$ cat config.mk
export PLATFORM = sky130hd
export DESIGN_NAME = mips_trace_collector_flat
export DESIGN_NICKNAME = d
export VERILOG_FILES = /design/src/rtl/mips_trace_pkg.sv /design/src/rtl/mips_trace_collector_if.sv /design/src/rtl/mips_trace_collector_trace_fifo.sv /design/src/rtl/mips_trace_collector.sv /design/src/flat_wrapper.sv
export SDC_FILE = /design/constraint.sdc
export NUM_CORES = 2
export LEC_CHECK = 0
export CAP_MARGIN = 10
export CORE_ASPECT_RATIO = 0.7
export CORE_MARGIN = 2
export CORE_UTILIZATION = 51
export DETAILED_ROUTE_END_ITERATION = 12
export GPL_TIMING_DRIVEN = 0
export PLACE_DENSITY_LB_ADDON = 0.25
export SLEW_MARGIN = 5
export SYNTH_ARGS = -nofsm -noshare
export SYNTH_HDL_FRONTEND = slang
export SYNTH_HIERARCHICAL = 1
export SYNTH_SLANG_ARGS = --single-unit
$ cat constraint.sdc
create_clock -name clk -period 5.1 [get_ports clk]
set_input_delay 0.51 -clock clk [delete_from_list [all_inputs] [get_ports clk]]
set_output_delay 0.51 -clock clk [all_outputs]
set_load 0.02 [all_outputs]
$ cat src/rtl/mips_trace_pkg.sv
// Shared types for the MIPS commit-trace collector: event kinds and the
// packed queue entry {kind, pc, addr, data} with its pack/unpack helpers.
package mips_trace_pkg;

    localparam logic TRC_KIND_GRF = 1'b0;
    localparam logic TRC_KIND_DM  = 1'b1;
    localparam int   TRC_ENTRY_W  = 97;

    typedef struct packed {
        logic        kind;
        logic [31:0] pc;
        logic [31:0] addr;
        logic [31:0] data;
    } trc_entry_t;

    function automatic logic [TRC_ENTRY_W-1:0] trc_pack(input trc_entry_t e);
        return {e.kind, e.pc, e.addr, e.data};
    endfunction

    function automatic trc_entry_t trc_unpack(input logic [TRC_ENTRY_W-1:0] v);
        trc_entry_t e;
        e.kind = v[96];
        e.pc   = v[95:64];
        e.addr = v[63:32];
        e.data = v[31:0];
        return e;
    endfunction

endpackage

$ cat src/rtl/mips_trace_collector_if.sv
// Valid/ready trace stream carrying one committed write event per beat.
interface mips_trace_collector_if;

    logic        trc_valid;
    logic        trc_ready;
    logic        trc_kind;
    logic [31:0] trc_pc;
    logic [31:0] trc_addr;
    logic [31:0] trc_data;

    modport master (
        output trc_valid, trc_kind, trc_pc, trc_addr, trc_data,
        input  trc_ready
    );

    modport slave (
        input  trc_valid, trc_kind, trc_pc, trc_addr, trc_data,
        output trc_ready
    );

endinterface

$ cat src/rtl/mips_trace_collector_trace_fifo.sv
// Register-based FIFO with two in-order push ports and one pop port; the
// head entry is read combinationally so a push is visible right after its edge.
module trace_fifo
    import mips_trace_pkg::*;
#(
    parameter int DEPTH = 8,
    parameter int CNT_W = 4
) (
    input  logic                   clk,
    input  logic                   rst_n,
    input  logic                   push0,
    input  logic [TRC_ENTRY_W-1:0] push0_data,
    input  logic                   push1,
    input  logic [TRC_ENTRY_W-1:0] push1_data,
    input  logic                   pop,
    output logic [TRC_ENTRY_W-1:0] rd_data,
    output logic [CNT_W-1:0]       count,
    output logic                   full,
    output logic                   empty
);

    localparam int PTR_W = $clog2(DEPTH);

    logic [TRC_ENTRY_W-1:0] mem_q [DEPTH];
    logic [TRC_ENTRY_W-1:0] mem_d [DEPTH];
    logic [PTR_W-1:0]       wr_ptr_q, wr_ptr_d;
    logic [PTR_W-1:0]       rd_ptr_q, rd_ptr_d;
    logic [CNT_W-1:0]       count_q, count_d;
    logic [1:0]             n_push;
    logic                   do_pop;

    // push1 is only honoured together with push0, which keeps the two
    // pushes of one cycle adjacent and in order.
    always_comb begin
        mem_d    = mem_q;
        wr_ptr_d = wr_ptr_q;
        n_push   = 2'd0;
        do_pop   = pop && (count_q != '0);
        if (push0) begin
            mem_d[wr_ptr_q] = push0_data;
            wr_ptr_d        = wr_ptr_q + PTR_W'(1);
            n_push          = 2'd1;
            if (push1) begin
                mem_d[wr_ptr_q + PTR_W'(1)] = push1_data;
                wr_ptr_d                    = wr_ptr_q + PTR_W'(2);
                n_push                      = 2'd2;
            end
        end
        rd_ptr_d = do_pop ? rd_ptr_q + PTR_W'(1) : rd_ptr_q;
        count_d  = count_q + CNT_W'(n_push) - CNT_W'(do_pop);
    end

    always_ff @(posedge clk or negedge rst_n) begin
        if (!rst_n) begin
            for (int i = 0; i < DEPTH; i++) begin
                mem_q[i] <= '0;
            end
            wr_ptr_q <= '0;
            rd_ptr_q <= '0;
            count_q  <= '0;
        end else begin
            mem_q    <= mem_d;
            wr_ptr_q <= wr_ptr_d;
            rd_ptr_q <= rd_ptr_d;
            count_q  <= count_d;
        end
    end

    assign rd_data = mem_q[rd_ptr_q];
    assign count   = count_q;
    assign full    = (count_q == CNT_W'(DEPTH));
    assign empty   = (count_q == '0);

endmodule

$ cat src/rtl/mips_trace_collector.sv
// Taps GRF writes and DM stores of the MIPS core, queues them and streams them out.
// Optional TRACE_DROP_CNT_EN adds a saturating 16-bit count of dropped events.
module mips_trace_collector
    import mips_trace_pkg::*;
#(
    parameter int DEPTH = 8,
    parameter int CNT_W = 4
) (
    input  logic                    clk,
    input  logic                    reset,
    input  logic [31:0]             pc,
    input  logic                    grf_we,
    input  logic [4:0]              grf_addr,
    input  logic [31:0]             grf_wdata,
    input  logic                    dm_we,
    input  logic [31:0]             dm_addr,
    input  logic [31:0]             dm_wdata,
    mips_trace_collector_if.master  trc,
    output logic                    overflow
`ifdef TRACE_DROP_CNT_EN
    ,
    output logic [15:0]             drop_cnt
`endif
);

    logic                   grf_evt, dm_evt, pop;
    logic [1:0]             n_evt, n_acc, n_drop;
    logic [CNT_W-1:0]       free_slots, fifo_count;
    logic                   fifo_full, fifo_empty;
    logic                   push0, push1;
    logic [TRC_ENTRY_W-1:0] push0_data, push1_data, head_raw;
    trc_entry_t             grf_entry, dm_entry, head;
    logic                   overflow_q, overflow_d;

    always_comb begin
        grf_evt    = grf_we && (grf_addr != 5'd0);
        dm_evt     = dm_we;
        grf_entry  = '{kind: TRC_KIND_GRF, pc: pc, addr: {27'b0, grf_addr}, data: grf_wdata};
        dm_entry   = '{kind: TRC_KIND_DM, pc: pc, addr: dm_addr, data: dm_wdata};
        n_evt      = {1'b0, grf_evt} + {1'b0, dm_evt};
        pop        = !fifo_empty && trc.trc_ready;
        // A slot being popped this edge is reusable by a push on the same edge.
        free_slots = fifo_full ? CNT_W'(pop) : CNT_W'(DEPTH) - fifo_count + CNT_W'(pop);
        n_acc      = (free_slots >= CNT_W'(n_evt)) ? n_evt : free_slots[1:0];
        n_drop     = n_evt - n_acc;
        // GRF always goes first, so a lone accepted slot keeps the GRF event.
        push0      = (n_acc != 2'd0);
        push1      = (n_acc == 2'd2);
        push0_data = trc_pack(grf_evt ? grf_entry : dm_entry);
        push1_data = trc_pack(dm_entry);
        overflow_d = overflow_q || (n_drop != 2'd0);
    end

    trace_fifo #(
        .DEPTH (DEPTH),
        .CNT_W (CNT_W)
    ) u_fifo (
        .clk        (clk),
        .rst_n      (reset),
        .push0      (push0),
        .push0_data (push0_data),
        .push1      (push1),
        .push1_data (push1_data),
        .pop        (pop),
        .rd_data    (head_raw),
        .count      (fifo_count),
        .full       (fifo_full),
        .empty      (fifo_empty)
    );

    // Outputs read as zero whenever nothing is queued.
    always_comb begin
        head          = trc_unpack(head_raw);
        trc.trc_valid = !fifo_empty;
        trc.trc_kind  = fifo_empty ? 1'b0  : head.kind;
        trc.trc_pc    = fifo_empty ? 32'd0 : head.pc;
        trc.trc_addr  = fifo_empty ? 32'd0 : head.addr;
        trc.trc_data  = fifo_empty ? 32'd0 : head.data;
    end

    always_ff @(posedge clk or negedge reset) begin
        if (!reset) begin
            overflow_q <= 1'b0;
        end else begin
            overflow_q <= overflow_d;
        end
    end

    assign overflow = overflow_q;

`ifdef TRACE_DROP_CNT_EN
    logic [15:0] drop_cnt_q, drop_cnt_d;
    logic [16:0] drop_sum;

    always_comb begin
        drop_sum   = {1'b0, drop_cnt_q} + 17'(n_drop);
        drop_cnt_d = drop_sum[16] ? 16'hFFFF : drop_sum[15:0];
    end

    always_ff @(posedge clk or negedge reset) begin
        if (!reset) begin
            drop_cnt_q <= 16'd0;
        end else begin
            drop_cnt_q <= drop_cnt_d;
        end
    end

    assign drop_cnt = drop_cnt_q;
`endif

endmodule

$ cat src/flat_wrapper.sv
// flat-port wrapper written by rule: the top's interface ports become plain ports
module mips_trace_collector_flat import mips_trace_pkg::*;
#(
    parameter int DEPTH = 8,
    parameter int CNT_W = 4
)
  (clk, reset, pc, grf_we, grf_addr, grf_wdata, dm_we, dm_addr, dm_wdata, overflow, trc_trc_valid, trc_trc_kind, trc_trc_pc, trc_trc_addr, trc_trc_data, trc_trc_ready);
  mips_trace_collector_if trc_i ();
  input  logic clk;
  input  logic reset;
  input  logic [31:0] pc;
  input  logic grf_we;
  input  logic [4:0] grf_addr;
  input  logic [31:0] grf_wdata;
  input  logic dm_we;
  input  logic [31:0] dm_addr;
  input  logic [31:0] dm_wdata;
  output logic overflow;
  output wire logic [$bits(trc_i.trc_valid)-1:0] trc_trc_valid;
  output wire logic [$bits(trc_i.trc_kind)-1:0] trc_trc_kind;
  output wire logic [$bits(trc_i.trc_pc)-1:0] trc_trc_pc;
  output wire logic [$bits(trc_i.trc_addr)-1:0] trc_trc_addr;
  output wire logic [$bits(trc_i.trc_data)-1:0] trc_trc_data;
  input wire logic [$bits(trc_i.trc_ready)-1:0] trc_trc_ready;
  assign trc_trc_valid = trc_i.trc_valid;
  assign trc_trc_kind = trc_i.trc_kind;
  assign trc_trc_pc = trc_i.trc_pc;
  assign trc_trc_addr = trc_i.trc_addr;
  assign trc_trc_data = trc_i.trc_data;
  assign trc_i.trc_ready = trc_trc_ready;
  mips_trace_collector #(.DEPTH(DEPTH), .CNT_W(CNT_W)) u_core (.clk(clk), .reset(reset), .pc(pc), .grf_we(grf_we), .grf_addr(grf_addr), .grf_wdata(grf_wdata), .dm_we(dm_we), .dm_addr(dm_addr), .dm_wdata(dm_wdata), .trc(trc_i), .overflow(overflow));
endmodule
==> out/metrics.yaml <==
dp.final_hpwl_mm: 103
route.met3.wl_mm: 22.9
holdWs_ns: 0.475
clock_skew_ns: 0.0260
dieWidth_um: 349
slowest_delay_ns: 1.00
p_leak_nw: 20.3
area_growth_pct: 17.8
async_reset_ff_frac: 1.00
hold_violations: 0
layout-drive-gt1-share: 0.319
met2WireLength_mm: 64.5
dr.pass1.iters: 8
grtUsageTotal: 0.363
fin_cells: 5001
fill_cells: 6507
rsz0062_at_grt: "true"
cp_max_fo: 10
via_per_inst: 7.17
critPathArrivalTime_ns: 4.58
syn_area_um2: 42500
synth_ff_type: "dfrtp_1"
dieArea_um2: 85700
wirelength_met1_mm: 63.9
cp.required_ns: 4.59
synth_fa_ha_area_frac: 0.00577
synth_xor_area_frac: 0.00268
num_vias: 35900
holdCritPathClass: "register to register"
drtIter0Drc: 5298
final_net_count: 4011
synth_top_family_by_area: "compound AO/OA/AOI/OAI gates"
pin_count: 237
coreArea_um2: 82500
preCtsSetupSlack_ns: -2.62
numPortBuffers: 236
synth_cell_types: 57
slew_viol_final: 0
pwr_density_cell_nw_per_um2: 769
yosys.area_share.simple: 0.113
placedCellCount: 4822
initial_utilization: 0.516
numCtsBuffers: 78
end_kind: "output port"
start_kind: "register"
place_congestion: 0.934
routed_wl_mm: 157
die_h_um: 246
status: "completed"
placedInstanceArea_um2: 46500
min_period_ns: 5.09
clk_pin_slew_ns: 0.06
ir_drop_v: 0.000548
grt_start_max_net_pins: 116
synth_enable_flop_cells: 0
max-cap-violations: 0
grt_first_pass_wirelength_mm: 233
grt_pass1_vias: 35200
cts_tree: "done"
tightest_slew_ns: 1.36
crit_slowest_cell: "clkbuf_1"
synth_compound_area_frac: 0.231
min_period_over_period: 0.999
clock_latency_ns: 0.66
cts.path.max_buffers: 3
postLayoutCellArea_um2: 50100
yosys_warnings: 6
drc_errors: 0
path_class: "register to output port"
syn-mean-instance-area_um2: 12.2
grt_overflow: 0
detail_route.wl_per_cell_um: 31.5
antenna_found_initial: 9
clock.fmax_mhz: 196
timing.critical_path.mode_cell: "clkbuf_1"
rows: 88
cts.sinks: 787
ys_seq_area_frac: 0.463
syn_inst: 3493
highest_layer: "met5"
setup_viol: 0
antenna_left: 0
muxShareOfSynthArea: 0.138
path_buf_inv: 4
relSlewSlack: 0.0942
cts_root_buf: "clkbuf_16"
ys_ff_latch: 787
cp_cell_sequence: "clkbuf_1 > clkbuf_1 > clkbuf_1 > mux2_2 > nor2b_1 > clkdlybuf4s50_1"
h-tree-depth: 3
fin_ws_ns: 0.00651
critical-path-top-delay-family: "buffers and inverters"
## worst reg2reg max path, cell delays in order, from the launching register on
cell       delay (ns)
dfrtp_1          0.39
inv_2            0.08
ha_1             0.15
or3b_4           0.41
inv_2            0.08
clkbuf_16        0.12
nand2b_4         0.16
ha_1             0.19
inv_1            0.05
ha_1             0.28
nor2b_2          0.18
ha_1             0.34
a21oi_2          0.18
o311ai_4         0.17
mux2i_4          0.31
buf_4            0.17
and4_4           0.42
buf_2            0.40
nand2_1          0.20
clkbuf_2         0.32
o221a_2          0.35
## per-stage QoR
| stage | util | setup TNS [ns] | power [W] |
|---|---|---|---|
| 2_1_floorplan | - | 0 | 0.0238 |
| 3_3_place_gp | 0.561 | - | 0.0309 |
| 3_5_place_dp | 0.563 | -1346.59 | 0.0311 |
| 4_1_cts | 0.603 | 0 | 0.0377 |
| 5_1_grt | 0.607 | -2.50 | 0.0400 |
| 6_report | 0.607 | 0 | 0.0385 |
## layout by cell type (no fill, tap or decap), drive strengths merged, types with 6 or more instances in the layout
cell,count
o221a,343
clkinv,12
buf,206
conb,7
inv,78
ha,18
o21a,106
or2,180
dfrtp,787
mux4,194
xnor2,7
nand2b,24
mux2,130
nor2b,99
clkdlybuf4s50,235
nand2,23
a32o,49
a221o,276
clkbuf,363
diode,8
o21ai,8
nand3,104
a21o,50
bufinv,6
nor2,154
and2,252
a31oi,51
a21oi,6
o32a,106
## kinds of logic after synthesis
| family | Yosys count |
|---|---|
| multiplexers | 327 |
| adder cells (fa/ha/maj) | 19 |
| flip-flops | 787 |
| buffers and inverters | 491 |
| AO/OA/AOI/OAI | 1005 |
| AND/OR/NAND/NOR | 853 |
| XOR/XNOR | 10 |
| other | 1 |
## timing repair
action | 4_1_cts | 5_1_grt
cloned | 0 | 0
setup buffers | 24 | 19
hold endpoints to repair | 96 | 0
endpoints found under the setup margin | 860 | 750
gates resized for setup | 140 | 169
hold buffers | 1 | 0
pin swaps | 7 | 5
## cells in the mapped netlist (6+ instances only)
cell	n	area [um2]
clkbuf_1	256	961
nor2b_1	99	619
nor2_1	154	578
mux4_2	194	4370
o32a_1	106	1060
and2_1	252	1580
buf_1	83	312
a221o_1	276	2760
o21a_1	106	796
mux2_2	124	1400
buf_2	69	345
ha_1	18	225
o221a_2	343	3860
a32o_1	49	490
a21o_1	50	375
a31oi_1	51	319
nand3_1	104	521
dfrtp_1	787	19700
xnor2_1	6	52.6
or2_2	180	1130
nand2b_1	24	150
mux2_1	6	67.6
nand2_1	23	86.3
inv_1	76	285
## sequential cells by signal, indices dropped and copies added (netlist names)
signal	cells
u_core/u_fifo/mem_q	776
u_core/u_fifo/count	4
u_core/u_fifo/rd_ptr_q	3
u_core/u_fifo/wr_ptr_q	3
u_core/overflow	1
## metal layers
layer | vias up | GRT usage
met5 | - | 0
met4 | 4 | 0.137
met3 | 438 | 0.135
met2 | 2774 | 0.494
met1 | 18200 | 0.526
li1 | 14400 | -
## worst paths after layout
check                      cells past startpoint  slack, ns                        to                      start
min in group asynchronous                      2       0.52  u_core/u_fifo/mem_q[497]                      reset
max                                            6      0.007            trc_trc_pc[10]  u_core/u_fifo/rd_ptr_q[0]
min reg2reg                                    1       0.48  u_core/u_fifo/mem_q[492]   u_core/u_fifo/mem_q[492]
min                                            1       0.48  u_core/u_fifo/mem_q[492]   u_core/u_fifo/mem_q[492]
max in group asynchronous                      5       2.61   u_core/u_fifo/mem_q[48]                      reset
max reg2reg                                   20       0.04  u_core/u_fifo/mem_q[174]     u_core/u_fifo/count[2]
## layout make-up
cell class              instances  area, um2  share of cell area
plain buffers                 403       1970              0.0393
diodes                          8       20.0            0.000400
multi-input cells            2221      21200               0.422
clock inverters                23        295             0.00590
repair buffers                287       2940              0.0588
clock buffers                 116       2370              0.0473
inverters                      76        285             0.00570
well taps                    1080       1350              0.0270
flip-flops and latches        787      19700               0.393
## power breakdown
part | switching (W) | total, W | internal (W)
sequential | 0.00182 | 0.0111 | 0.00927
clock | 0.00259 | 0.00612 | 0.00352
combinational | 0.0111 | 0.0213 | 0.0102
total | 0.0155 | 0.0385 | 0.0230
No activity file was read; power rests on OpenSTA's default activity.
